File: src/rtl/ph_pkg.sv
// ph_pkg: shared mode encoding, availability threshold helper and default FIFO sizes
package ph_pkg;
  typedef enum logic {PH_MODE_ONE = 1'b0, PH_MODE_TWO = 1'b1} ph_mode_e;
  localparam int PH_DEFAULT_DEPTH = 2;
  localparam int PH_DEFAULT_WIDTH = 8;
  function automatic int ph_threshold(input ph_mode_e mode);
    return (mode == PH_MODE_TWO) ? 2 : 1;
  endfunction
endpackage

File: src/rtl/ph_fifo_ram_m.sv
// ph_fifo_ram_m: DEPTH x WIDTH register array, one sync write port (we/waddr/wdata), one async read port (raddr/rdata)
module ph_fifo_ram_m #(
  parameter int DEPTH = 2,
  parameter int WIDTH = 8,
  localparam int AW = $clog2(DEPTH)
) (
  input  logic             clk,
  input  logic             we,
  input  logic [AW-1:0]    waddr,
  input  logic [WIDTH-1:0] wdata,
  input  logic [AW-1:0]    raddr,
  output logic [WIDTH-1:0] rdata
);
  logic [WIDTH-1:0] mem_q [DEPTH];
  always_ff @(posedge clk)
    if (we) mem_q[waddr] <= wdata;
  assign rdata = mem_q[raddr];
endmodule

File: src/rtl/ph_fifo_m.sv
// ph_fifo_m: host-to-parasite byte FIFO with 1-/2-byte mode thresholds.
// Ports: clk, rst (sync, active-high); wr_strobe/wr_data push; mode_two selects 2-byte mode;
// p2_select/p2_rdnw read access popping p2_data (zero latency); p2_data_available, p1_full, count status.
// Optional macro PH_FIFO_OVERRUN_EN adds sticky overrun output and err_clear input.
module ph_fifo_m
  import ph_pkg::*;
#(
  parameter int DEPTH = PH_DEFAULT_DEPTH,
  parameter int WIDTH = PH_DEFAULT_WIDTH
) (
  input  logic                   clk,
  input  logic                   rst,
  input  logic                   wr_strobe,
  input  logic [WIDTH-1:0]       wr_data,
  input  logic                   mode_two,
  input  logic                   p2_select,
  input  logic                   p2_rdnw,
  output logic [WIDTH-1:0]       p2_data,
  output logic                   p2_data_available,
  output logic                   p1_full,
`ifdef PH_FIFO_OVERRUN_EN
  input  logic                   err_clear,
  output logic                   overrun,
`endif
  output logic [$clog2(DEPTH):0] count
);
  localparam int AW = $clog2(DEPTH);
  localparam int CW = AW + 1;
  logic [CW-1:0] count_q, count_d;
  logic [AW-1:0] wptr_q, wptr_d, rptr_q, rptr_d;
  logic          mode_two_q, mode_two_d;
  logic          flush, full, rd_req, push, pop;
`ifdef PH_FIFO_OVERRUN_EN
  logic          overrun_q, overrun_d;
`endif
  always_comb begin
    flush      = mode_two != mode_two_q;
    full       = count_q == CW'(DEPTH);
    rd_req     = p2_select & p2_rdnw;
    pop        = rd_req & (count_q != '0) & ~flush;
    // a simultaneous pop frees the head slot, so a push into a full FIFO still lands
    push       = wr_strobe & (~full | pop) & ~flush;
    count_d    = flush ? '0 : count_q + CW'(push) - CW'(pop);
    wptr_d     = flush ? '0 : wptr_q + AW'(push);
    rptr_d     = flush ? '0 : rptr_q + AW'(pop);
    mode_two_d = mode_two;
`ifdef PH_FIFO_OVERRUN_EN
    overrun_d  = (~flush & ((wr_strobe & full & ~pop) | (rd_req & (count_q == '0)))) |
                 (~err_clear & overrun_q);
`endif
  end
  always_ff @(posedge clk) begin
    if (rst) begin
      count_q    <= '0;
      wptr_q     <= '0;
      rptr_q     <= '0;
      mode_two_q <= 1'b0;
`ifdef PH_FIFO_OVERRUN_EN
      overrun_q  <= 1'b0;
`endif
    end else begin
      count_q    <= count_d;
      wptr_q     <= wptr_d;
      rptr_q     <= rptr_d;
      mode_two_q <= mode_two_d;
`ifdef PH_FIFO_OVERRUN_EN
      overrun_q  <= overrun_d;
`endif
    end
  end
  ph_fifo_ram_m #(.DEPTH(DEPTH), .WIDTH(WIDTH)) u_ram (
    .clk   (clk),
    .we    (push),
    .waddr (wptr_q),
    .wdata (wr_data),
    .raddr (rptr_q),
    .rdata (p2_data)
  );
  assign count             = count_q;
  assign p2_data_available = count_q >= CW'(ph_threshold(ph_mode_e'(mode_two_q)));
  assign p1_full           = mode_two_q ? full : (count_q != '0);
`ifdef PH_FIFO_OVERRUN_EN
  assign overrun = overrun_q;
`endif
endmodule

File: config.mk
export PLATFORM = sky130hd
export DESIGN_NAME = ph_fifo_m
export DESIGN_NICKNAME = d
export VERILOG_FILES = /design/src/rtl/ph_pkg.sv /design/src/rtl/ph_fifo_ram_m.sv /design/src/rtl/ph_fifo_m.sv
export SDC_FILE = /design/constraint.sdc
export NUM_CORES = 1
export LEC_CHECK = 0
export BUFFER_PORTS_ARGS = -buffer_cell sky130_fd_sc_hd__buf_4
export CAP_MARGIN = 20
export CORE_UTILIZATION = 53
export CTS_CLUSTER_SIZE = 28
export DETAILED_ROUTE_END_ITERATION = 8
export PLACE_DENSITY = 0.84
export SLEW_MARGIN = 20
export SYNTH_ARGS = -nofsm -noshare
export SYNTH_HDL_FRONTEND = slang
export SYNTH_SLANG_ARGS = --single-unit
File: constraint.sdc
create_clock -name clk -period 2.6 [get_ports clk]
set_input_delay 0.52 -clock clk [delete_from_list [all_inputs] [get_ports clk]]
set_output_delay 0.52 -clock clk [all_outputs]
set_load 0.02 [all_outputs]
# [After elaboration in Yosys (flattened, before gate mapping)]
# Memories as Yosys holds them, arrays and structs flattened. A register that Yosys moved wholly into a read port is not among the register bits.
# Cells that the tools add are included.
[classes] n_mux=5 n_lt_le_gt_ge=1 n_addsub=4 eq_ne=2 n_reduce_logical=2 n_bitwise=8
[ops] operator="$and 1x1->1" count=5
[ops] operator="$mux 1" count=4
[ops] operator="$add 1x1->1" count=2
[ops] operator="$add 2x1->2" count=1
[ops] operator="$eq 2x2->1 const B" count=1
[ops] operator="$ge 2x2->1" count=1
[ops] operator="$mux 2" count=1
[ops] operator="$not 1->1" count=2
[ops] operator="$reduce_bool 2->1" count=1
[ops] operator="$reduce_or 2->1" count=1
[ops] operator="$sub 2x1->2" count=1
[ops] operator="$ne 1x1->1" count=1
[ops] operator="$or 1x1->1" count=1
[word_totals] output_inout_bits=12 ram_bits=16 word_cells=27 mem_count=1 register_bits=5 in_bits=14
[memory_table] name="u_ram.mem_q" words=2 width=8 read_ports=1 rd_ports_with_merged_regs=1 write_ports=1 line="ph_fifo_ram_m.sv:14" text="logic [WIDTH-1:0] mem_q [DEPTH];"

# [Depth between registers and ports, before layout]
[logic_depth] word_depth=8 ltp_mapped=9 depth_no_buf=9

# [Modules after synthesis]
# From an unflattened synthesis, not the netlist that was laid out.
[hier_totals] cells_unflattened=62 area_unflattened_um2=940.9
[modules_own_cells] module="ph_fifo_ram_m" instances=1 area_each_um2=624.3 seq_area_each_um2=480.5 cells_per_inst=27
[modules_own_cells] module="ph_fifo_m" instances=1 area_each_um2=316.6 seq_area_each_um2=100.1 cells_per_inst=35

# [Worst setup path after synthesis]
# No wires, ideal clock.
[synth_path] path_kind="reg2out" from="register count_q[0], in the netlist count[0]" to="output port p2_data_available" arrival_time_ns=1.227 t_required_ns=2.080 path_stages_with_launch=5 path_slack_ns=0.853 path_cell_list="dfxtp_1 -> inv_1 -> ha_1 -> nand2b_1 -> a21o_1"
[synth_between] elab_chain_len=1
[synth_lines] element="start, declared" line="ph_fifo_m.sv:29" text="logic [CW-1:0] count_q, count_d;"
[synth_lines] element="start signal, assigned" line="ph_fifo_m.sv:62" text="count_q <= count_d;"
[synth_lines] element="$ge 2x2->1" line="ph_fifo_m.sv:80" text="assign p2_data_available = count_q >= CW'(ph_threshold(ph_mode_e'(mode_two_q)));"
[synth_lines] element="end, declared" line="ph_fifo_m.sv:19" text="output logic p2_data_available,"
# No other way between the ends.

# [Final worst setup path]
# Same ends and word-level chain as after synthesis.

==> flow_metrics.tcl <==
set metrics [dict create \
    worst_r2r_path_depth 8 \
    crit_start "count[0]" \
    synthAdderAreaFrac_pct 8.28 \
    start_util_pct 58.2 \
    cp-start-kind "register" \
    clkTransAtPathRegs_ps 100 \
    cts_made_buffers 3 \
    clockBufferDepth 2 \
    grt_util_all_layers_pct 15.9 \
    yosysUniqueCellTypes 20 \
    drt-total-wl_mm 1.33 \
    power_density_mw_per_mm2 542 \
    violations "design-rule violations" \
    die_w_um 43.4 \
    synth_fp_nets 83 \
    crit_type "reg2out" \
    status "finished, violations left" \
    portBuffers 25 \
    ys_seq_area_share_pct 64.0 \
    netlist_area_sq_um 907 \
    num_rows 14 \
    synth_compound_gate_area_share_pct 2.21 \
    tightest_slew_ps 411 \
    ff2ff_setup_slack_ps 870 \
    htreeDepth 1 \
    hp-class "in2reg" \
    die_area_sq_mm 0.00188 \
    antenna_found_initial 0 \
    ir_worst_vdd_mv 0.500 \
    crit_path_end_kind "primary output" \
    avgSynthCellArea_sq_um 14.4 \
    timing.rr.start "count[0]" \
    hold_viol_final 0 \
    max_cap_viol_count 0 \
    cts.sink_count 21 \
    finish.utilization_pct 72.9 \
    grt_pass1_wl_mm 2.13 \
    report.final.slew_viol_count 0 \
    finalWeightedCongestion 0.752 \
    via_per_inst 5.18 \
    drc 6 \
    yosys_warnings 0 \
    syn_to_final_growth_pct 25.2 \
    fin_crit_ps 2080 \
    worstPathArrival_ps 1560 \
    setup_tns_ps 0 \
    drt-initial-drc-count 22 \
    dp_hpwl_mm 1.01 \
    min-delay-start "rst" \
    post-route-period-util_pct 79.9 \
    rsz0062_at_grt "false" \
    setup-violations-final 0 \
    gr-total-overflow 0 \
    final_nets 112 \
    avgRoutedWirePerCell_um 12.4 \
    synthCells 63 \
    grt_max_degree 12 \
    critPathMaxFanout 6 \
    ys_top_cells_by_area "edfxtp_1 53%, dfxtp_1 11%, mux2_2 9.9%, ha_1 8.3%, inv_1 2.5%" \
    cts_root_buffer "clkbuf_4" \
    synthSimpleGateAreaFrac_pct 8.83 \
    antenna_cells 0 \
    core_area_sq_mm 0.00156 \
    insertion_delay_ps 280 \
    critPathCapture "p2_data_available" \
    crit_required_ps 2080 \
    drive_gt1_share_pct 42.9 \
    synth_top_family_by_area "multiplexers" \
    grt_pass1_vias 516 \
    drt_pre_antenna_iters 6 \
    synth_xor_area_share_pct 3.72 \
    yosys.area.top_type "edfxtp_1" \
    ys_ff_latch 21 \
    p_leak_nw 0.484 \
    synth_top_area_share_pct 53.0 \
    cts_setup_buffers 0 \
    synthMuxAreaShare_pct 9.93 \
    detail-route-antenna-nets 0 \
    finClkSkew_ps 1.29 \
    die_h_um 43.4 \
    cts_tree "built" \
    cts_hold_buf 0 \
    fmaxAchievable_mhz 481 \
    r2r-end "count[1]" \
    via_count 554 \
    slew_headroom_pct 72.6 \
    cts_resized 0 \
    io_pins 26 \
]
-- critical path, cell delays in order (launching register included) --
cell,delay (ps)
dfxtp_1,440
inv_1,90
ha_1,290
nand2b_1,140
a21o_1,170
buf_4,150
-- cells in the mapped netlist --
cell type,number
nand3_1,2
nand2b_2,1
a21o_1,1
nor2_1,6
o211ai_1,1
edfxtp_1,16
buf_2,1
ha_1,6
a21oi_1,1
nor2b_1,1
nand2_1,1
nor3_2,1
and2_1,1
xnor2_2,1
xor2_1,2
mux2_2,8
inv_1,6
dfxtp_1,5
nand2b_1,1
and3_1,1
-- flip-flops by register name (all words and copies together) (netlist names) --
register and flops:
wptr_q 1, count 2, u_ram.mem_q 16, rptr_q 1, mode_two_q 1
-- per-layer routing --
metal  part of all wire, %  wire (um)  vias up  global-route usage, %
met5                     0          0        -                      0
met4                  0.83         11        0                   3.75
met3                   3.8         51        2                   5.00
met2                    50        671       12                   26.7
met1                    45        597      263                   20.2
li1                      -          -      277                      -
-- worst min path at each step --
stage                     depth (start not counted)  slack (ps)    endpoint
after global placement                            3         540      wptr_q
final                                             2         380  mode_two_q
after global routing                              2         370  mode_two_q
after floorplan                                   3         530      wptr_q
after CTS                                         2         380  mode_two_q
after detailed placement                          3         570      wptr_q
-- power breakdown --
part	switching (W)	internal [W]
combinational	0.0000454	0.0000460
sequential	0.00000564	0.000375
clock	0.0000848	0.0000594
-- layout by cell type, fill, tap and decap left out, drive strengths merged --
master	count
xor2	2
edfxtp	16
dfxtp	5
nor3	1
ha	6
mux2	8
a21oi	1
clkbuf	4
o211ai	1
nor2	6
xnor2	1
nand3	2
and3	1
and2	1
nor2b	1
nand2	1
buf	25
a21o	1
nand2b	2
inv	6
-- through the flow --
stage	hold slack (ps)	power [W]	cell area (sq um)	setup slack, ps	std cells
2_1_floorplan	535	0.000437	907	853	63
3_3_place_gp	539	0.000475	1110	692	103
3_5_place_dp	574	0.000480	1110	613	103
4_1_cts	380	0.000621	1140	520	107
5_1_grt	366	0.000645	1140	420	107
6_report	384	0.000616	1140	522	107
-- logic make-up after synthesis --
group | after synthesis
fa+ha+maj | 6
simple gates | 15
compound gates | 3
buf+inv | 7
mux | 8
xor+xnor | 3
flops | 21
-- area by class of cell --
cell class | count | area (sq um)
clock buffers | 4 | 26.3
repair buffers | 25 | 188
inverters | 6 | 22.5
fillers | 109 | 423
multi-input cells | 35 | 299
flip-flops and latches | 21 | 581
well taps | 16 | 20.0
No activity file was read; power rests on OpenSTA's default activity.
